[config.mk]
export PLATFORM = sky130hd
export DESIGN_NAME = sha256_cfu_responder
export DESIGN_NICKNAME = d
export VERILOG_FILES = /design/src/rtl/sha256_cfu_responder.sv
export SDC_FILE = /design/constraint.sdc
export NUM_CORES = 1
export LEC_CHECK = 0
export ABC_CLOCK_PERIOD_IN_PS = 4640
export CAP_MARGIN = 20
export CORE_ASPECT_RATIO = 1.4
export CORE_UTILIZATION = 35
export DETAILED_ROUTE_END_ITERATION = 10
export PLACE_DENSITY_LB_ADDON = 0.1
export REMOVE_ABC_BUFFERS = 1
export SETUP_SLACK_MARGIN = 0.15
export SYNTH_ARGS = -nofsm -noshare
export SYNTH_HDL_FRONTEND = slang
export SYNTH_SLANG_ARGS = --single-unit
export TNS_END_PERCENT = 100
[constraint.sdc]
create_clock -name clk -period 4.64 [get_ports clk]
set_clock_uncertainty 0.1 [all_clocks]
set_input_delay 1.16 -clock clk [delete_from_list [all_inputs] [get_ports clk]]
set_output_delay 1.16 -clock clk [all_outputs]
set_load 0.05 [all_outputs]
[src/rtl/sha256_cfu_responder.sv]
// SHA-256 helper CFU: SUM0/SUM1/ADD plus optional SIG0/SIG1 (SHA256_CFU_SIGMA_EN),
// results queued in a small in-order response FIFO.
module sha256_cfu_responder #(
  parameter int FIFO_DEPTH = 2
) (
  input  logic        clk,
  input  logic        rst,
  input  logic        req_valid,
  output logic        req_ready,
  input  logic [2:0]  req_function_id,
  input  logic [3:0]  req_id,
  input  logic [31:0] req_data0,
  input  logic [31:0] req_data1,
  output logic        resp_valid,
  input  logic        resp_ready,
  output logic [31:0] resp_data,
  output logic [3:0]  resp_id,
  output logic        resp_ok,
  output logic [7:0]  err_count
);

  localparam int PW = (FIFO_DEPTH > 2) ? 2 : 1;
  localparam int CW = PW + 1;

  typedef struct packed {
    logic [31:0] data;
    logic [3:0]  id;
    logic        ok;
  } resp_t;

  resp_t          mem [FIFO_DEPTH];
  resp_t          res;
  resp_t          head;
  logic [PW-1:0]  wptr;
  logic [PW-1:0]  rptr;
  logic [CW-1:0]  count;
  logic           push;
  logic           pop;
  logic [31:0]    a;
  logic [31:0]    sum0;
  logic [31:0]    sum1;
`ifdef SHA256_CFU_SIGMA_EN
  logic [31:0]    sig0;
  logic [31:0]    sig1;
`endif

  assign a    = req_data0;
  assign sum0 = {a[1:0], a[31:2]} ^ {a[12:0], a[31:13]}
              ^ {a[21:0], a[31:22]};
  assign sum1 = {a[5:0], a[31:6]} ^ {a[10:0], a[31:11]}
              ^ {a[24:0], a[31:25]};
`ifdef SHA256_CFU_SIGMA_EN
  assign sig0 = {a[6:0], a[31:7]} ^ {a[17:0], a[31:18]}
              ^ {3'b0, a[31:3]};
  assign sig1 = {a[16:0], a[31:17]} ^ {a[18:0], a[31:19]}
              ^ {10'b0, a[31:10]};
`endif

  always_comb begin
    res    = '0;
    res.id = req_id;
    case (req_function_id)
      3'd0: begin res.data = sum0; res.ok = 1'b1; end
      3'd1: begin res.data = sum1; res.ok = 1'b1; end
`ifdef SHA256_CFU_SIGMA_EN
      3'd2: begin res.data = sig0; res.ok = 1'b1; end
      3'd3: begin res.data = sig1; res.ok = 1'b1; end
`endif
      3'd4: begin
        res.data = req_data0 + req_data1;
        res.ok   = 1'b1;
      end
      default: begin
        res.data = '0;
        res.ok   = 1'b0;
      end
    endcase
  end

  // Ready depends only on occupancy (and reset), never on the handshakes.
  assign req_ready  = ~rst && (count < CW'(FIFO_DEPTH));
  assign resp_valid = (count != '0);
  assign push       = req_valid && req_ready;
  assign pop        = resp_valid && resp_ready;
  assign head       = mem[rptr];
  assign resp_data  = resp_valid ? head.data : '0;
  assign resp_id    = resp_valid ? head.id : '0;
  assign resp_ok    = resp_valid ? head.ok : 1'b0;

  function automatic logic [PW-1:0] nxt(input logic [PW-1:0] p);
    return (p == PW'(FIFO_DEPTH - 1)) ? '0 : p + 1'b1;
  endfunction

  always_ff @(posedge clk or posedge rst) begin
    if (rst) begin
      wptr      <= '0;
      rptr      <= '0;
      count     <= '0;
      err_count <= '0;
    end else begin
      if (push) wptr <= nxt(wptr);
      if (pop)  rptr <= nxt(rptr);
      case ({push, pop})
        2'b10:   count <= count + 1'b1;
        2'b01:   count <= count - 1'b1;
        default: count <= count;
      endcase
      if (push && !res.ok && err_count != 8'hFF)
        err_count <= err_count + 1'b1;
    end
  end

  // Storage needs no reset: entries are only visible while occupied.
  always_ff @(posedge clk) begin
    if (push) mem[wptr] <= res;
  end

endmodule

# After elaboration in Yosys (flattened, before gate mapping)
# Memories as Yosys holds them, arrays and structs flattened.
# Index checks and enable logic that the tools add are counted.
# Widths: inputs -> output; s select.
word_totals:
  register_bits: 12
  ram_bits: 74
  out_inout_bits: 47
  wordCells: 42
  mem_count: 1
classes:
  addsub: 6
  magnitude_cmp: 1
  eq_ne: 5
  n_mux: 10
  bitwise: 5
  reduce_logical: 10
mem_list:
  columns: ["memory", "words", "word_bits", "rd", "rd_clocked_by_memory_dff", "write_ports", "line", "source"]
  rows:
  - ["mem", 2, 37, 1, 0, 1, "31", "resp_t mem [FIFO_DEPTH];"]
ops:
  columns: ["cell", "n"]
  rows:
  - ["$xor 32x32->32", 4]
  - ["$pmux 32 s3", 1]
  - ["$add 32x32->32", 1]
  - ["$mux 32", 1]
  - ["$add 8x1->8 const B", 1]
  - ["$ne 8x8->1 const B", 1]
  - ["$mux 1", 6]
  - ["$logic_and 1x1->1", 5]
  - ["$mux 4", 1]
  - ["$pmux 2 s2", 1]
  - ["$reduce_bool 2->1", 2]
  - ["$eq 3x1->1 const B", 1]
  - ["$eq 3x3->1 const B", 1]
  - ["$logic_not 3->1", 1]
  - ["$reduce_or 3->1", 1]
  - ["$add 1x1->1 const B", 2]
  - ["$add 2x1->2 const B", 1]
  - ["$eq 2x1->1 const B", 1]
  - ["$eq 2x2->1 const B", 1]
  - ["$lt 2x2->1 const B", 1]
  - ["$sub 2x1->2 const B", 1]
  - ["$logic_not 1->1", 1]
  - ["$not 1->1", 1]

# Logic depth before layout (Yosys ltp)
logic_depth:
  ltp_word: 6
  depth_mapped: 9

# Worst setup path before layout
# OpenSTA, ideal clock, no wires.
synth_path:
  path_type: "input port to flip-flop"
  from: "input port rst"
  to: "memory mem[0][0] in the netlist's numbering (enable)"
  setup_ps: 431
  t_arrival_ps: 3738
  required_time_ps: 4109
  path_slack_ps: 371
  stages: 3
  path_cell_list: "nor2_1 nand2_1 nor2_1"
synth_via:
  elab_chain_cells: 5
synth_lines:
  columns: ["element", "line", "source"]
  rows:
  - ["start, declared", "7", "input logic rst,"]
  - ["$not 1->1", "81", "assign req_ready = ~rst && (count < CW'(FIFO_DEPTH));"]
  - ["$logic_and 1x1->1", "81", null]
  - ["$logic_and 1x1->1", "83", "assign push = req_valid && req_ready;"]
  - ["$mux 1", "115", "if (push) mem[wptr] <= res;"]
  - ["$mux 1 (not written as such)", "115", null]
  - ["end, declared", "31", null]
# Every way passes these cells.

==> flow_metrics.tcl <==
set metrics [dict create \
    status "finished clean" \
    nets 940 \
    cp.required_ns 4.70 \
    yosysUniqueCellTypes 67 \
    synth-seq-cells 86 \
    tightest_slew_ns 1.02 \
    post_cts_buffers 0 \
    htree_levels 3 \
    synth-edff-count 74 \
    path_max_fanout 4 \
    reg2reg_depth 7 \
    grt_pass1_vias 5853 \
    holdPathStages 1 \
    core-area_um2 19400 \
    ant_nets 0 \
    place_hpwl_um 17100 \
    initial_utilization_pct 36.1 \
    tns_ns 0 \
    synth.top_cell.area_share_pct 31.8 \
    ctsHoldBuffers 0 \
    drc_errors 0 \
    holdPathEnd "err_count[6]" \
    hold_viol 0 \
    grt_pass1_wl_um 33600 \
    dr.pass1.iters 7 \
    diodes 0 \
    die_w_um 122 \
    critPathKind "in -> reg" \
    synthTopCellsByArea "edfxtp_1 (32%), xnor2_1 (13%), xor2_1 (6.5%)" \
    antenna_found_initial 0 \
    relSlewSlack_pct 31.7 \
    wl_um 22200 \
    critPathLaunchType "input pin" \
    period_share_pct 88.3 \
    p_per_area_nw_per_um2 447 \
    top_level_ports 122 \
    synth_area_per_cell_um2 9.67 \
    fill_cells 1910 \
    grt_max_degree 38 \
    cts_resized 0 \
    drv_cap 0 \
    synth_area_um2 7000 \
    ctsLongestPathBuffers 2 \
    r2r_start "count[0]" \
    rsz0062_at_grt "false" \
    r2r_setup_slack_ns 2.42 \
    setup_viol 0 \
    place_congestion 0.883 \
    yosysTopAreaCell "edfxtp_1" \
    clkLatencyLatePin_ns 0.34 \
    ir_worst_vdd_mv 0.188 \
    via_count 5835 \
    area_growth_syn_to_layout_pct 25.8 \
    die_area_um2 20600 \
    port_buffers 121 \
    r2r_end "count[1]" \
    hp-class "reg -> reg" \
    drive_gt1_share_pct 8.13 \
    drt_iter0_drc 359 \
    grt_use_total_pct 22.0 \
    finalMaxSlewViolations 0 \
    vias_per_cell 5.38 \
    leakagePower_nw 3.33 \
    clk_pin_slew_ns 0.06 \
    maxClockFrequency_mhz 244 \
    cts_root_buffer "clkbuf_16" \
    worstPathArrival_ns 4.15 \
    total_power_mw 3.94 \
    fin_crit_ns 4.10 \
    synth.yosys.warnings 0 \
    cts_tree "done" \
    min_from "err_count[6]" \
    synthArstFlopShare_pct 14.0 \
    ys_seq_area_share_pct 36.0 \
    wl_per_cell_um 20.5 \
    clock_sinks 86 \
    endpoint_kind "flop" \
    row_count 60 \
    cts_buffers 9 \
    grt-ovfl-total 0 \
    dieHeight_um 169 \
    ys.flop_type "edfxtp_1" \
    synth_cells 724 \
]
==> layout make-up <==
cell class	instances	area (µm²)	area share, %
multi-input combinational	567	4140	47.0
inverter	10	37.5	0.426
sequential	86	2520	28.7
tap	248	310	3.53
clock buffer	9	225	2.56
clock inverter	7	71.3	0.810
timing repair buffer	157	1490	17.0
==> kinds of logic after synthesis <==
family | after synthesis | synth area share [%]
compound gates | 158 | 15.4
flops | 86 | 36.0
fa+ha+maj | 34 | 6.19
buf+inv | 71 | 4.97
mux | 40 | 5.72
simple gates | 177 | 11.9
xor+xnor | 158 | 19.8
==> cells in the final DEF, fill, tap and decap left out, drive strengths merged, types with 3 or more instances in the layout <==
cell type	count
a2111oi	3
a211oi	7
a21o	17
a21oi	41
and2	4
and3	7
buf	36
clkbuf	9
clkdlybuf4s50	121
dfrtp	12
edfxtp	74
ha	33
inv	12
mux2i	40
nand2	44
nand3	14
nand3b	3
nand4	7
nor2	70
nor3	11
o21a	4
o21ai	29
o21bai	8
o221ai	18
o22ai	6
o31ai	6
or3	6
xnor2	106
xor2	52
==> power breakdown <==
part	total [mW]	internal, mW	switching, mW
logic	2.15	0.782	1.37
clock network	0.736	0.418	0.317
registers	1.05	0.967	0.0804
total	3.94	2.17	1.77
==> how the worst max path moves through the flow <==
stage	slack, ns	depth (start not counted)	end	from
finish	0.54	10	mem[1][31]	req_data0[0]
global route	0.44	10	mem[0][29]	req_data0[0]
CTS	0.59	10	mem[0][29]	req_data0[0]
detailed placement	0.25	10	mem[1][29]	req_data0[0]
global placement	0.35	10	mem[0][29]	req_data0[0]
floorplan	0.37	3	mem[0][0]	rst
==> state kept, by name, indices dropped and copies added (netlist names) <==
| name | count |
|---|---|
| mem | 74 |
| err_count | 8 |
| count | 2 |
| rptr | 1 |
| wptr | 1 |
==> metrics by stage <==
stage | hold WS (ns) | worst slack, ns | std cells | instance area, µm² | util (%)
3_5_place_dp | 0.389 | 0.247 | 1068 | 8500 | 43.9
5_1_grt | 0.410 | 0.439 | 1084 | 8800 | 45.4
4_1_cts | 0.399 | 0.593 | 1084 | 8800 | 45.4
6_report | 0.394 | 0.544 | 1084 | 8800 | 45.4
2_1_floorplan | 0.361 | 0.371 | 663 | 6690 | -
3_3_place_gp | 0.379 | 0.348 | 1068 | 8500 | 43.9
==> synthesized netlist by cell type (all sizes together) (2+ instances only) <==
cell type  number
nand4b          2
a21o           17
nor3b           2
xor2           52
a22oi           2
buf            19
nor4            2
a211oi          7
a31oi           2
o22ai           6
nand3b          3
nor3           11
o221ai         18
and2            4
or3             6
o31ai           6
clkbuf         42
a31o            2
a21oi          41
nand4           7
o21ai          29
o211ai          2
mux2i          40
ha             33
inv            10
o21a            4
nand2          44
dfrtp          12
o2111ai         2
xnor2         106
edfxtp         74
a2111oi         3
o21bai          8
nand3          14
and3            7
nor2           70
==> critical path: stages <==
cell and delay [ns]:
clkdlybuf4s50_1 0.44, ha_1 0.28, fa_1 0.46, a211oi_2 0.30
o21ai_1 0.18, a21oi_1 0.47, a2111oi_4 0.18, o211a_1 0.29
o21a_1 0.19, o31ai_2 0.22
==> routing by layer <==
metal | wire [µm] | GRT usage, %
met5 | 0 | 0
met4 | 629 | 8.32
met3 | 989 | 2.79
met2 | 11100 | 37.8
met1 | 9560 | 27.7
Power figures use the tool's default switching activity.
